<file path="src/rtl/wb_trace_serializer_if.sv">
// -----------------------------------------------------------------------------
// wb_trace_serializer_if
// Groups the dual writeback commit channels and the serialized debug trace port
// of wb_trace_serializer.
//   master : drives the wb0_*/wb1_* commit channels (pipeline / testbench) and
//            observes wb_stall, debug_wb_*, commit_cnt and overflow_err.
//   slave  : the serializer itself.
// Signals:
//   wb0_valid/wen/rd/wdata/pc  channel 0 commit (older instruction)
//   wb1_valid/wen/rd/wdata/pc  channel 1 commit (younger instruction)
//   wb_stall                   fewer than two FIFO slots free
//   debug_wb_pc/rf_wen/rf_wnum/rf_wdata  one emitted entry per cycle, 0 when idle
//   commit_cnt                 accepted committed instructions (wraps)
//   overflow_err               sticky: a valid arrived while wb_stall was high
// -----------------------------------------------------------------------------
interface wb_trace_serializer_if;
   logic        wb0_valid;
   logic        wb0_wen;
   logic [4:0]  wb0_rd;
   logic [31:0] wb0_wdata;
   logic [31:0] wb0_pc;
   logic        wb1_valid;
   logic        wb1_wen;
   logic [4:0]  wb1_rd;
   logic [31:0] wb1_wdata;
   logic [31:0] wb1_pc;
   logic        wb_stall;
   logic [31:0] debug_wb_pc;
   logic [3:0]  debug_wb_rf_wen;
   logic [4:0]  debug_wb_rf_wnum;
   logic [31:0] debug_wb_rf_wdata;
   logic [31:0] commit_cnt;
   logic        overflow_err;

   modport master (
      output wb0_valid, wb0_wen, wb0_rd, wb0_wdata, wb0_pc,
      output wb1_valid, wb1_wen, wb1_rd, wb1_wdata, wb1_pc,
      input  wb_stall, debug_wb_pc, debug_wb_rf_wen, debug_wb_rf_wnum,
      input  debug_wb_rf_wdata, commit_cnt, overflow_err
   );

   modport slave (
      input  wb0_valid, wb0_wen, wb0_rd, wb0_wdata, wb0_pc,
      input  wb1_valid, wb1_wen, wb1_rd, wb1_wdata, wb1_pc,
      output wb_stall, debug_wb_pc, debug_wb_rf_wen, debug_wb_rf_wnum,
      output debug_wb_rf_wdata, commit_cnt, overflow_err
   );
endinterface

</file>
<file path="src/rtl/wb_trace_serializer.sv">
// -----------------------------------------------------------------------------
// wb_trace_serializer
// Serializes the two writeback channels of the dual-issue datapath onto the
// single debug_wb_* trace port. Committed writebacks are held in an in-order
// FIFO and emitted one per cycle, channel 0 before channel 1.
// Ports:
//   clock  core clock
//   reset  synchronous, active-high; flushes the FIFO and clears all outputs
//   wb     wb_trace_serializer_if.slave (commit channels in, trace port out)
// Parameters:
//   DEPTH  FIFO entries, power of two, >= 4
//   AW     log2(DEPTH)
// Configuration macro:
//   WB_TRACE_FILTER_EN  when defined, valids with wen=0 or rd=0 are counted in
//                       commit_cnt but never enqueued.
// -----------------------------------------------------------------------------
module wb_trace_serializer #(
   parameter int DEPTH = 8,
   parameter int AW    = 3
) (
   input  logic                   clock,
   input  logic                   reset,
   wb_trace_serializer_if.slave   wb
);

   localparam int             EW        = 70;   // {wen, rd[4:0], wdata[31:0], pc[31:0]}
   localparam logic [AW:0]    STALL_LVL = (AW+1)'(DEPTH - 1);

   logic [EW-1:0] mem_q [DEPTH];

   logic [AW-1:0] rd_ptr_q, rd_ptr_d;
   logic [AW-1:0] wr_ptr_q, wr_ptr_d;
   logic [AW:0]   count_q, count_d;
   logic [31:0]   commit_cnt_q, commit_cnt_d;
   logic          ovf_q, ovf_d;
   logic [31:0]   out_pc_q, out_pc_d;
   logic [3:0]    out_wen_q, out_wen_d;
   logic [4:0]    out_wnum_q, out_wnum_d;
   logic [31:0]   out_wdata_q, out_wdata_d;

   logic          stall_s;
   logic          acc0_s, acc1_s;
   logic          keep0_s, keep1_s;
   logic          pop_s;
   logic [1:0]    n_acc_s, n_enq_s;
   logic [AW-1:0] wr1_idx_s;
   logic [EW-1:0] ent0_s, ent1_s, head_s;

   // Acceptance, filtering and slot selection for this cycle's commits.
   always_comb begin
      // Registered count only, so two slots are guaranteed free while low.
      stall_s = (count_q >= STALL_LVL);
      acc0_s  = wb.wb0_valid & ~stall_s;
      acc1_s  = wb.wb1_valid & ~stall_s;
`ifdef WB_TRACE_FILTER_EN
      keep0_s = acc0_s & wb.wb0_wen & (wb.wb0_rd != 5'd0);
      keep1_s = acc1_s & wb.wb1_wen & (wb.wb1_rd != 5'd0);
`else
      keep0_s = acc0_s;
      keep1_s = acc1_s;
`endif
      n_acc_s   = {1'b0, acc0_s} + {1'b0, acc1_s};
      n_enq_s   = {1'b0, keep0_s} + {1'b0, keep1_s};
      // ch1 lands right after ch0 only when ch0 actually occupies a slot.
      wr1_idx_s = wr_ptr_q + AW'(keep0_s);
      pop_s     = (count_q != {(AW+1){1'b0}});
      ent0_s    = {wb.wb0_wen, wb.wb0_rd, wb.wb0_wdata, wb.wb0_pc};
      ent1_s    = {wb.wb1_wen, wb.wb1_rd, wb.wb1_wdata, wb.wb1_pc};
      head_s    = mem_q[rd_ptr_q];
   end

   // Next-state for pointers, occupancy, counters and the trace output register.
   always_comb begin
      wr_ptr_d     = wr_ptr_q + AW'(n_enq_s);
      rd_ptr_d     = rd_ptr_q + AW'(pop_s);
      count_d      = count_q + (AW+1)'(n_enq_s) - (AW+1)'(pop_s);
      commit_cnt_d = commit_cnt_q + 32'(n_acc_s);
      ovf_d        = ovf_q | ((wb.wb0_valid | wb.wb1_valid) & stall_s);
      if (pop_s) begin
         // An entry that writes x0 or does not write is reported as no write.
         out_wen_d   = {4{head_s[69] & (head_s[68:64] != 5'd0)}};
         out_wnum_d  = head_s[68:64];
         out_wdata_d = head_s[63:32];
         out_pc_d    = head_s[31:0];
      end else begin
         out_wen_d   = 4'h0;
         out_wnum_d  = 5'd0;
         out_wdata_d = 32'd0;
         out_pc_d    = 32'd0;
      end
   end

   // State and output registers with synchronous reset.
   always_ff @(posedge clock) begin
      if (reset) begin
         rd_ptr_q     <= {AW{1'b0}};
         wr_ptr_q     <= {AW{1'b0}};
         count_q      <= {(AW+1){1'b0}};
         commit_cnt_q <= 32'd0;
         ovf_q        <= 1'b0;
         out_pc_q     <= 32'd0;
         out_wen_q    <= 4'h0;
         out_wnum_q   <= 5'd0;
         out_wdata_q  <= 32'd0;
      end else begin
         rd_ptr_q     <= rd_ptr_d;
         wr_ptr_q     <= wr_ptr_d;
         count_q      <= count_d;
         commit_cnt_q <= commit_cnt_d;
         ovf_q        <= ovf_d;
         out_pc_q     <= out_pc_d;
         out_wen_q    <= out_wen_d;
         out_wnum_q   <= out_wnum_d;
         out_wdata_q  <= out_wdata_d;
      end
   end

   // FIFO storage writes; contents need no reset since count gates reads.
   always_ff @(posedge clock) begin
      if (!reset && keep0_s) begin
         mem_q[wr_ptr_q] <= ent0_s;
      end
      if (!reset && keep1_s) begin
         mem_q[wr1_idx_s] <= ent1_s;
      end
   end

   assign wb.wb_stall          = stall_s;
   assign wb.debug_wb_pc       = out_pc_q;
   assign wb.debug_wb_rf_wen   = out_wen_q;
   assign wb.debug_wb_rf_wnum  = out_wnum_q;
   assign wb.debug_wb_rf_wdata = out_wdata_q;
   assign wb.commit_cnt        = commit_cnt_q;
   assign wb.overflow_err      = ovf_q;

endmodule

</file>
<file path="src/flat_wrapper.sv">
// flat-port wrapper written by rule: the top's interface ports become plain ports
module wb_trace_serializer_flat 
#(
   parameter int DEPTH = 8,
   parameter int AW    = 3
)
  (clock, reset, wb_wb0_valid, wb_wb0_wen, wb_wb0_rd, wb_wb0_wdata, wb_wb0_pc, wb_wb1_valid, wb_wb1_wen, wb_wb1_rd, wb_wb1_wdata, wb_wb1_pc, wb_wb_stall, wb_debug_wb_pc, wb_debug_wb_rf_wen, wb_debug_wb_rf_wnum, wb_debug_wb_rf_wdata, wb_commit_cnt, wb_overflow_err);
  wb_trace_serializer_if wb_i ();
  input  logic clock;
  input  logic reset;
  input wire logic [$bits(wb_i.wb0_valid)-1:0] wb_wb0_valid;
  input wire logic [$bits(wb_i.wb0_wen)-1:0] wb_wb0_wen;
  input wire logic [$bits(wb_i.wb0_rd)-1:0] wb_wb0_rd;
  input wire logic [$bits(wb_i.wb0_wdata)-1:0] wb_wb0_wdata;
  input wire logic [$bits(wb_i.wb0_pc)-1:0] wb_wb0_pc;
  input wire logic [$bits(wb_i.wb1_valid)-1:0] wb_wb1_valid;
  input wire logic [$bits(wb_i.wb1_wen)-1:0] wb_wb1_wen;
  input wire logic [$bits(wb_i.wb1_rd)-1:0] wb_wb1_rd;
  input wire logic [$bits(wb_i.wb1_wdata)-1:0] wb_wb1_wdata;
  input wire logic [$bits(wb_i.wb1_pc)-1:0] wb_wb1_pc;
  output wire logic [$bits(wb_i.wb_stall)-1:0] wb_wb_stall;
  output wire logic [$bits(wb_i.debug_wb_pc)-1:0] wb_debug_wb_pc;
  output wire logic [$bits(wb_i.debug_wb_rf_wen)-1:0] wb_debug_wb_rf_wen;
  output wire logic [$bits(wb_i.debug_wb_rf_wnum)-1:0] wb_debug_wb_rf_wnum;
  output wire logic [$bits(wb_i.debug_wb_rf_wdata)-1:0] wb_debug_wb_rf_wdata;
  output wire logic [$bits(wb_i.commit_cnt)-1:0] wb_commit_cnt;
  output wire logic [$bits(wb_i.overflow_err)-1:0] wb_overflow_err;
  assign wb_i.wb0_valid = wb_wb0_valid;
  assign wb_i.wb0_wen = wb_wb0_wen;
  assign wb_i.wb0_rd = wb_wb0_rd;
  assign wb_i.wb0_wdata = wb_wb0_wdata;
  assign wb_i.wb0_pc = wb_wb0_pc;
  assign wb_i.wb1_valid = wb_wb1_valid;
  assign wb_i.wb1_wen = wb_wb1_wen;
  assign wb_i.wb1_rd = wb_wb1_rd;
  assign wb_i.wb1_wdata = wb_wb1_wdata;
  assign wb_i.wb1_pc = wb_wb1_pc;
  assign wb_wb_stall = wb_i.wb_stall;
  assign wb_debug_wb_pc = wb_i.debug_wb_pc;
  assign wb_debug_wb_rf_wen = wb_i.debug_wb_rf_wen;
  assign wb_debug_wb_rf_wnum = wb_i.debug_wb_rf_wnum;
  assign wb_debug_wb_rf_wdata = wb_i.debug_wb_rf_wdata;
  assign wb_commit_cnt = wb_i.commit_cnt;
  assign wb_overflow_err = wb_i.overflow_err;
  wb_trace_serializer #(.DEPTH(DEPTH), .AW(AW)) u_core (.clock(clock), .reset(reset), .wb(wb_i));
endmodule
</file>
<file path="config.mk">
export PLATFORM = sky130hd
export DESIGN_NAME = wb_trace_serializer_flat
export DESIGN_NICKNAME = d
export VERILOG_FILES = /design/src/rtl/wb_trace_serializer_if.sv /design/src/rtl/wb_trace_serializer.sv /design/src/flat_wrapper.sv
export SDC_FILE = /design/constraint.sdc
export NUM_CORES = 1
export LEC_CHECK = 0
export ABC_AREA = 1
export CAP_MARGIN = 20
export CORE_ASPECT_RATIO = 1.5
export CORE_MARGIN = 4
export CORE_UTILIZATION = 46
export DETAILED_ROUTE_END_ITERATION = 8
export PLACE_DENSITY = 0.67
export SYNTH_ARGS = -nofsm -noshare
export SYNTH_HDL_FRONTEND = slang
export SYNTH_SLANG_ARGS = --single-unit
</file>
<file path="constraint.sdc">
create_clock -name clock -period 8.8 [get_ports clock]
set_input_delay 1.76 -clock clock [delete_from_list [all_inputs] [get_ports clock]]
set_output_delay 1.76 -clock clock [all_outputs]
set_load 0.005 [all_outputs]
</file>
==> results of run 1 <==
-- placed cells by master, fill, tap and decap left out, types with 2 or more instances in the layout --
master,n
a21oi_1,22
buf_4,31
bufinv_16,6
clkbuf_1,20
clkbuf_16,73
clkbuf_8,12
clkdlybuf4s50_1,250
clkinv_1,4
clkinv_2,8
dfxtp_1,110
dfxtp_4,3
diode_2,2
edfxtp_1,560
ha_1,16
inv_1,138
inv_2,2
nand2_1,683
nand3_1,47
nand3_4,4
nand3b_1,6
nand4_1,8
nand4_4,4
nor2_1,473
nor3_1,5
o211ai_1,4
o21ai_0,538
o21ai_1,356
o21ai_2,5
o21ai_4,8
o22ai_1,128
xnor2_1,3
xor2_1,6
-- final cells by class --
cell class	instances	share of cell area (%)
repair buffers	283	7.59
clock inverters	18	0.651
multi-input cells	2326	29.5
clock buffers	105	5.63
inverters	143	1.50
well taps	900	3.07
flip-flops and latches	673	52.0
diodes	2	0.0136
-- worst max path at each step --
stage / start / to / depth (start not counted)
floorplan: reset / u_core.mem_q[0][0] / 4
global placement: wb_wb0_valid / u_core.mem_q[6][46] / 10
detailed placement: wb_wb0_valid / u_core.mem_q[6][48] / 10
CTS: wb_wb0_valid / u_core.mem_q[6][44] / 10
global route: wb_wb0_valid / u_core.mem_q[6][42] / 10
finish: wb_wb0_valid / u_core.mem_q[6][66] / 10
-- cell usage after synthesis, drive strengths merged (4+ instances only) --
master  count
o21ai     907
nand2     684
edfxtp    560
nor2      473
buf       175
inv       142
clkbuf    138
o22ai     128
dfxtp     113
nand3      52
a21oi      22
ha         16
nand4      12
nand3b      6
nor3        6
xor2        6
o211ai      4
xnor2       4
-- state kept, by name, indices dropped and copies added (netlist names) --
register and flops:
u_core.wb.overflow_err 1, u_core.mem_q 560, u_core.wb.debug_wb_rf_wen 1, u_core.count_q 4, u_core.wb.commit_cnt 32, u_core.wb.debug_wb_rf_wdata 32, u_core.wb.debug_wb_pc 32, u_core.wr_ptr_q 3
u_core.wb.debug_wb_rf_wnum 5, u_core.rd_ptr_q 3
-- power breakdown --
part / internal, mW / switching (mW)
Combinational: 1.09 / 2.08
Sequential: 4.01 / 0.213
Clock: 1.79 / 1.22
Total: 6.90 / 3.51
-- routing by layer --
metal	vias to the layer above	track usage [%]	share of wire, %
li1	12000	-	-
met1	11900	29.0	38
met2	908	43.4	52
met3	152	4.05	7.0
met4	6	9.21	3.1
met5	-	0	0.043
-- cell families (layout without fill, tap and decap cells) --
kind of cell,count (synthesis),count (layout)
simple gates,1236,1236
compound gates,1063,1063
flops,673,673
buf+inv,456,549
fa+ha+maj,17,17
xor+xnor,10,10
other cells,0,2
-- critical path: cells and delay by family --
family	cells	cell delay [ps]
buf+inv	4	1580
fa+ha+maj	2	460
compound gates	1	570
simple gates	3	1260
==> impl_metrics.py, run 1 <==
metrics = {
    "status": {
        "outcome": "finished, final reports clean",
    },
    "sta": {
        "worst_pin_slew_ps": 1170,
        "hold_violations": 0,
        "setup_tns_ps": 0,
        "slew-limit-headroom_pct": 21.7,
        "fin_worst_skew_ps": 27.9,
        "fin_ws_ps": 3310,
        "finalSetupViolCount": 0,
        "hold_ws_ps": 454,
        "min_period_ps": 5490,
        "finalMaxSlewViolations": 0,
        "fin_crit_sh_pct": 62.4,
        "max_freq_mhz": 182,
        "rsz0062_at_grt": "false",
    },
    "synthesis": {
        "ys_ff_latch": 673,
        "synth_edf_count": 560,
        "ys_async_sr_fraction_pct": 0,
        "synthAdderAreaFrac_pct": 0.685,
        "synthesis.nets": 3616,
        "synthFlopType": "edfxtp_1",
        "muxShareOfSynthArea_pct": 0,
        "synth_top_family_by_area": "compound AO/OA/AOI/OAI gates",
        "synthSimpleGateAreaFrac_pct": 15.1,
        "ys_seq_area_share_pct": 59.4,
        "syn_area_per_cell_um2": 9.30,
        "yosysWarnings": 0,
        "syn-cell-area_mm2": 0.0321,
        "synth_compound_area_share_pct": 17.2,
        "ys_types": 36,
        "postSynthCellCount": 3455,
        "synth_top_area_share_pct": 52.3,
        "synthTopCellsByArea": "edfxtp_1 52%, o21ai_0 8.5%, nand2_1 8.0%",
        "yosys.area.top_type": "edfxtp_1",
        "synth_xor_area_share_pct": 0.296,
    },
    "drt": {
        "drt-pass1-iter-count": 6,
        "detail-route-antenna-nets": 0,
        "vias": 24900,
        "drt_iter0_drc": 2318,
        "routed_wl_um": 92000,
        "post_drt_wl_per_cell_um": 20.7,
        "viasPerCell": 5.60,
        "drcViolationCount": 0,
    },
    "critical_path": {
        "cp_cell_sequence": "clkdlybuf4s50_1 > inv_1 > nor2_1 > ha_1 > ha_1 > inv_1 > nor2_1 > nand3_4 > o21ai_4 > buf_4",
        "ff2ff_path_depth": 12,
        "cp.arrival_ps": 5720,
        "r2r_end": "u_core.mem_q[6][66]",
        "end_kind": "flop",
        "path_class": "input port to flop",
        "rr_startpoint": "u_core.count_q[3]",
        "slowest_stage": "buf_4",
        "start_kind": "input port",
        "max_stage_delay_ps": 860,
        "critPathMaxFanout": 76,
        "required_ps": 9030,
        "worst-r2r-setup-slack_ps": 4250,
    },
    "floorplan": {
        "start_util_pct": 46.5,
        "die_h_um": 332,
        "die_x_um": 224,
        "row_count": 118,
        "ioPinCount": 251,
        "coreArea_mm2": 0.0691,
        "dieArea_mm2": 0.0742,
    },
    "cells_and_area": {
        "drive_gt1_share_pct": 4.68,
        "multi_input_area_mm2": 0.0108,
        "stdcell_count": 4450,
        "area_growth_pct": 14.2,
        "post-route-util_pct": 53.1,
        "fillCellCount": 6185,
        "fin_nets": 3655,
        "ff_latch_area_mm2": 0.0191,
        "final_cell_area_mm2": 0.0367,
    },
    "place": {
        "dpl.hpwl_um": 52900,
        "finalWeightedCongestion": 0.904,
        "placed_cells": 4324,
        "dp_worst_setup_slack_ps": 2680,
        "port_buffers": 250,
        "place_area_mm2": 0.0343,
    },
    "clocking": {
        "clk_path_buf_depth": 3,
        "insertion_delay_ps": 620,
        "cts-resized-gates": 0,
        "htreeDepth": 3,
        "hold_buffers": 0,
        "cts_tree": "yes",
        "cts_sinks": 673,
        "clkTransAtPathRegs_ps": 60,
        "post-cts-setup-buffer-count": 0,
        "cts_root_buffer": "clkbuf_16",
        "cts_buffers": 67,
    },
    "grt": {
        "antenna_found_initial": 5,
        "grt_overflow_total": 0,
        "grt_pass1_wl_um": 141000,
        "grt_pass1_vias": 24600,
        "grt_max_degree": 241,
        "grtUsageTotal_pct": 24.2,
    },
    "worst_hold_path": {
        "min_delay_worst_endpoint": "u_core.wb.overflow_err",
        "min_path_cells": 2,
        "hold_path.startpoint": "u_core.wb.overflow_err",
        "hold_class": "flop to flop",
    },
    "power": {
        "p_per_area_mw_per_mm2": 284,
        "design_power_total_mw": 10.4,
        "ir_drop_v": 0.000220,
        "p_leak_nw": 13.8,
    },
    "run": {
        "cap_violations": 0,
    },
}
Note: power is estimated with default switching activity, not from simulation.
==> inputs of run 2 (changes only) <==
Settings changed: PLACE_DENSITY 0.67 to 0.7.
Clock period 8.8 ns to 4.76 ns, I/O delays scaled along.
==> run 2 against run 1 <==
  * Combinational power up 93%
  * Register-to-register slack worse by 2700 ps
  * Sequential power up 83%
  * Sequential share of layout area down 0.21 points
  * Final cell count up 0.31%
  * Non-clock buffer count up 13
  * Clock-buffer cell count down 6
  * Global-route usage up 0.35 points
  * Core utilization up 0.21 points
  * Design area up 0.40%
  * Die area unchanged
  * Largest cell class unchanged
  * Largest power group unchanged
  * Highest routed layer unchanged
==> impl_metrics.py, run 2 (synthesis results as in run 1) <==
metrics = {
    "power": {
        "pwr-share-comb_pct": 31.9,
        "p_sw_mw": 6.59,
        "p_per_area_mw_per_mm2": 520,
        "seqPwrFrac_pct": 40.5,
        "design_power_total_mw": 19.1,
        "p_clk_share_pct": 27.6,
        "ir_drop_v": 0.000415,
        "sw_frac_of_total_pct": 34.4,
        "p_leak_nw": 13.9,
        "internal-power_mw": 12.6,
    },
    "grt": {
        "grt_overflow_total": 0,
        "grt_pass1_vias": 25000,
        "grtUsageTotal_pct": 24.5,
        "antenna_found_initial": 9,
        "grt_max_degree": 160,
        "grt_pass1_wl_um": 142000,
    },
    "floorplan": {
        "ioPinCount": 251,
        "die_x_um": 224,
        "die_h_um": 332,
        "dieArea_mm2": 0.0742,
        "start_util_pct": 46.5,
        "coreArea_mm2": 0.0691,
        "row_count": 118,
    },
    "clocking": {
        "cts_tree": "yes",
        "cts_root_buffer": "clkbuf_16",
        "htreeDepth": 3,
        "cts_buffers": 67,
        "cts_sinks": 673,
        "cts-resized-gates": 0,
        "insertion_delay_ps": 600,
        "post-cts-setup-buffer-count": 0,
        "clk_path_buf_depth": 3,
        "clkTransAtPathRegs_ps": 60,
        "hold_buffers": 0,
    },
    "worst_hold_path": {
        "hold_class": "flop to flop",
        "hold_path.startpoint": "u_core.wb.overflow_err",
        "min_path_cells": 2,
    },
    "sta": {
        "rsz0062_at_grt": "false",
        "finalSetupViolCount": 0,
        "fin_crit_sh_pct": 70.1,
        "fin_worst_skew_ps": 24.3,
        "slew-limit-headroom_pct": 30.9,
        "hold_violations": 0,
        "hold_ws_ps": 453,
        "max_freq_mhz": 300,
        "finalMaxSlewViolations": 0,
        "worst_pin_slew_ps": 1030,
        "min_period_ps": 3330,
        "fin_ws_ps": 1430,
    },
    "place": {
        "dp_worst_setup_slack_ps": 846,
        "place_area_mm2": 0.0347,
        "finalWeightedCongestion": 0.866,
        "placed_cells": 4338,
        "port_buffers": 250,
        "dpl.hpwl_um": 54600,
    },
    "critical_path": {
        "ff2ff_path_depth": 12,
        "start_kind": "input port",
        "path_class": "input port to flop",
        "slowest_stage": "buf_4",
        "cp_cell_sequence": "clkdlybuf4s50_1 > inv_1 > nor2_1 > ha_1 > ha_1 > inv_1 > nor2_1 > nand3_4 > o21ai_4 > buf_4",
        "cp_num_buf_inv": 4,
        "cp.arrival_ps": 3550,
        "end_kind": "flop",
        "required_ps": 4980,
        "max_stage_delay_ps": 570,
        "critPathMaxFanout": 38,
        "cp.depth": 10,
        "critPathLaunch": "wb_wb0_valid",
        "rr_startpoint": "u_core.count_q[3]",
        "cp_top_family": "buffers and inverters",
    },
    "drt": {
        "post_drt_wl_per_cell_um": 21.0,
        "drcViolationCount": 0,
        "viasPerCell": 5.69,
        "drt-pass1-iter-count": 6,
        "detail-route-antenna-nets": 0,
        "routed_wl_um": 93600,
        "vias": 25400,
        "drt_iter0_drc": 2772,
    },
    "cells_and_area": {
        "final_common_cell": "nand2_1",
        "area_growth_pct": 14.6,
        "most-common-layout-cells": "683 x nand2_1, 560 x edfxtp_1, 538 x o21ai_0",
        "stdcell_count": 4464,
        "largest-register": "u_core.mem_q",
        "fillCellCount": 6120,
        "final_cell_area_mm2": 0.0368,
        "fin_nets": 3668,
        "drive_gt1_share_pct": 4.89,
        "largest_reg_flops": 560,
    },
    "status": {
        "outcome": "finished, final reports clean",
    },
    "run": {
        "cap_violations": 0,
    },
}
## run 2: cell types whose count changed in the layout (fill, tap and decap cells not counted), moves of 2 or more
cell and change:
buf_12 +17, buf_4 -3, bufinv_16 -3, clkbuf_8 -6
clkinv_1 +3, diode_2 +2, inv_4 +2
## run 2: worst reg2reg max path, cell delays in order (launching register included)
cell	delay, ps
dfxtp_1	300
inv_2	80
ha_1	170
nand3_2	100
nand2_4	130
nor2_1	90
ha_1	190
ha_1	420
inv_1	170
nor2_1	340
nand3_4	140
o21ai_4	110
buf_4	570
## run 2: worst paths after layout
| path | endpoint | slack, ps |
|---|---|---|
| setup / recovery | u_core.mem_q[6][24] | 1430 |
| hold / removal | u_core.wb.overflow_err | 450 |
| setup reg to reg | u_core.mem_q[6][24] | 1560 |
| hold reg to reg | u_core.wb.overflow_err | 450 |
## run 2: per-stage QoR
| stage | setup TNS (ps) | utilization [%] |
|---|---|---|
| final | 0 | 53.3 |
| after global routing | 0 | 53.3 |
| after CTS | 0 | 53.3 |
| after detailed placement | 0 | 50.2 |
| after global placement | 0 | 50.1 |
| after floorplan | -262810 | - |
## run 2: layout make-up
type	instances	area, um2	area share, %
clock inverters	23	196	0.533
well taps	900	1130	3.06
multi-input cells	2326	10800	29.4
inverters	143	548	1.49
repair buffers	296	3070	8.34
clock buffers	99	1960	5.33
flip-flops and latches	673	19100	51.8
diodes	4	10.0	0.0272
## run 2: power by group through the flow
stage,clock network (mW),logic [mW],registers [mW]
final,5.28,6.11,7.76
after global routing,5.56,6.72,7.84
after CTS,5.33,6.12,7.77
after detailed placement,0,6.08,7.89
after global placement,0,5.96,7.87
after floorplan,0,3.72,7.83
## run 2: per-layer routing
metal	part of all wire, %	global-route usage [%]	vias up
li1	-	-	12000
met1	36	29.1	12000
met2	51	43.6	1126
met3	8.8	5.01	216
met4	3.7	9.74	8
met5	0.057	0	-
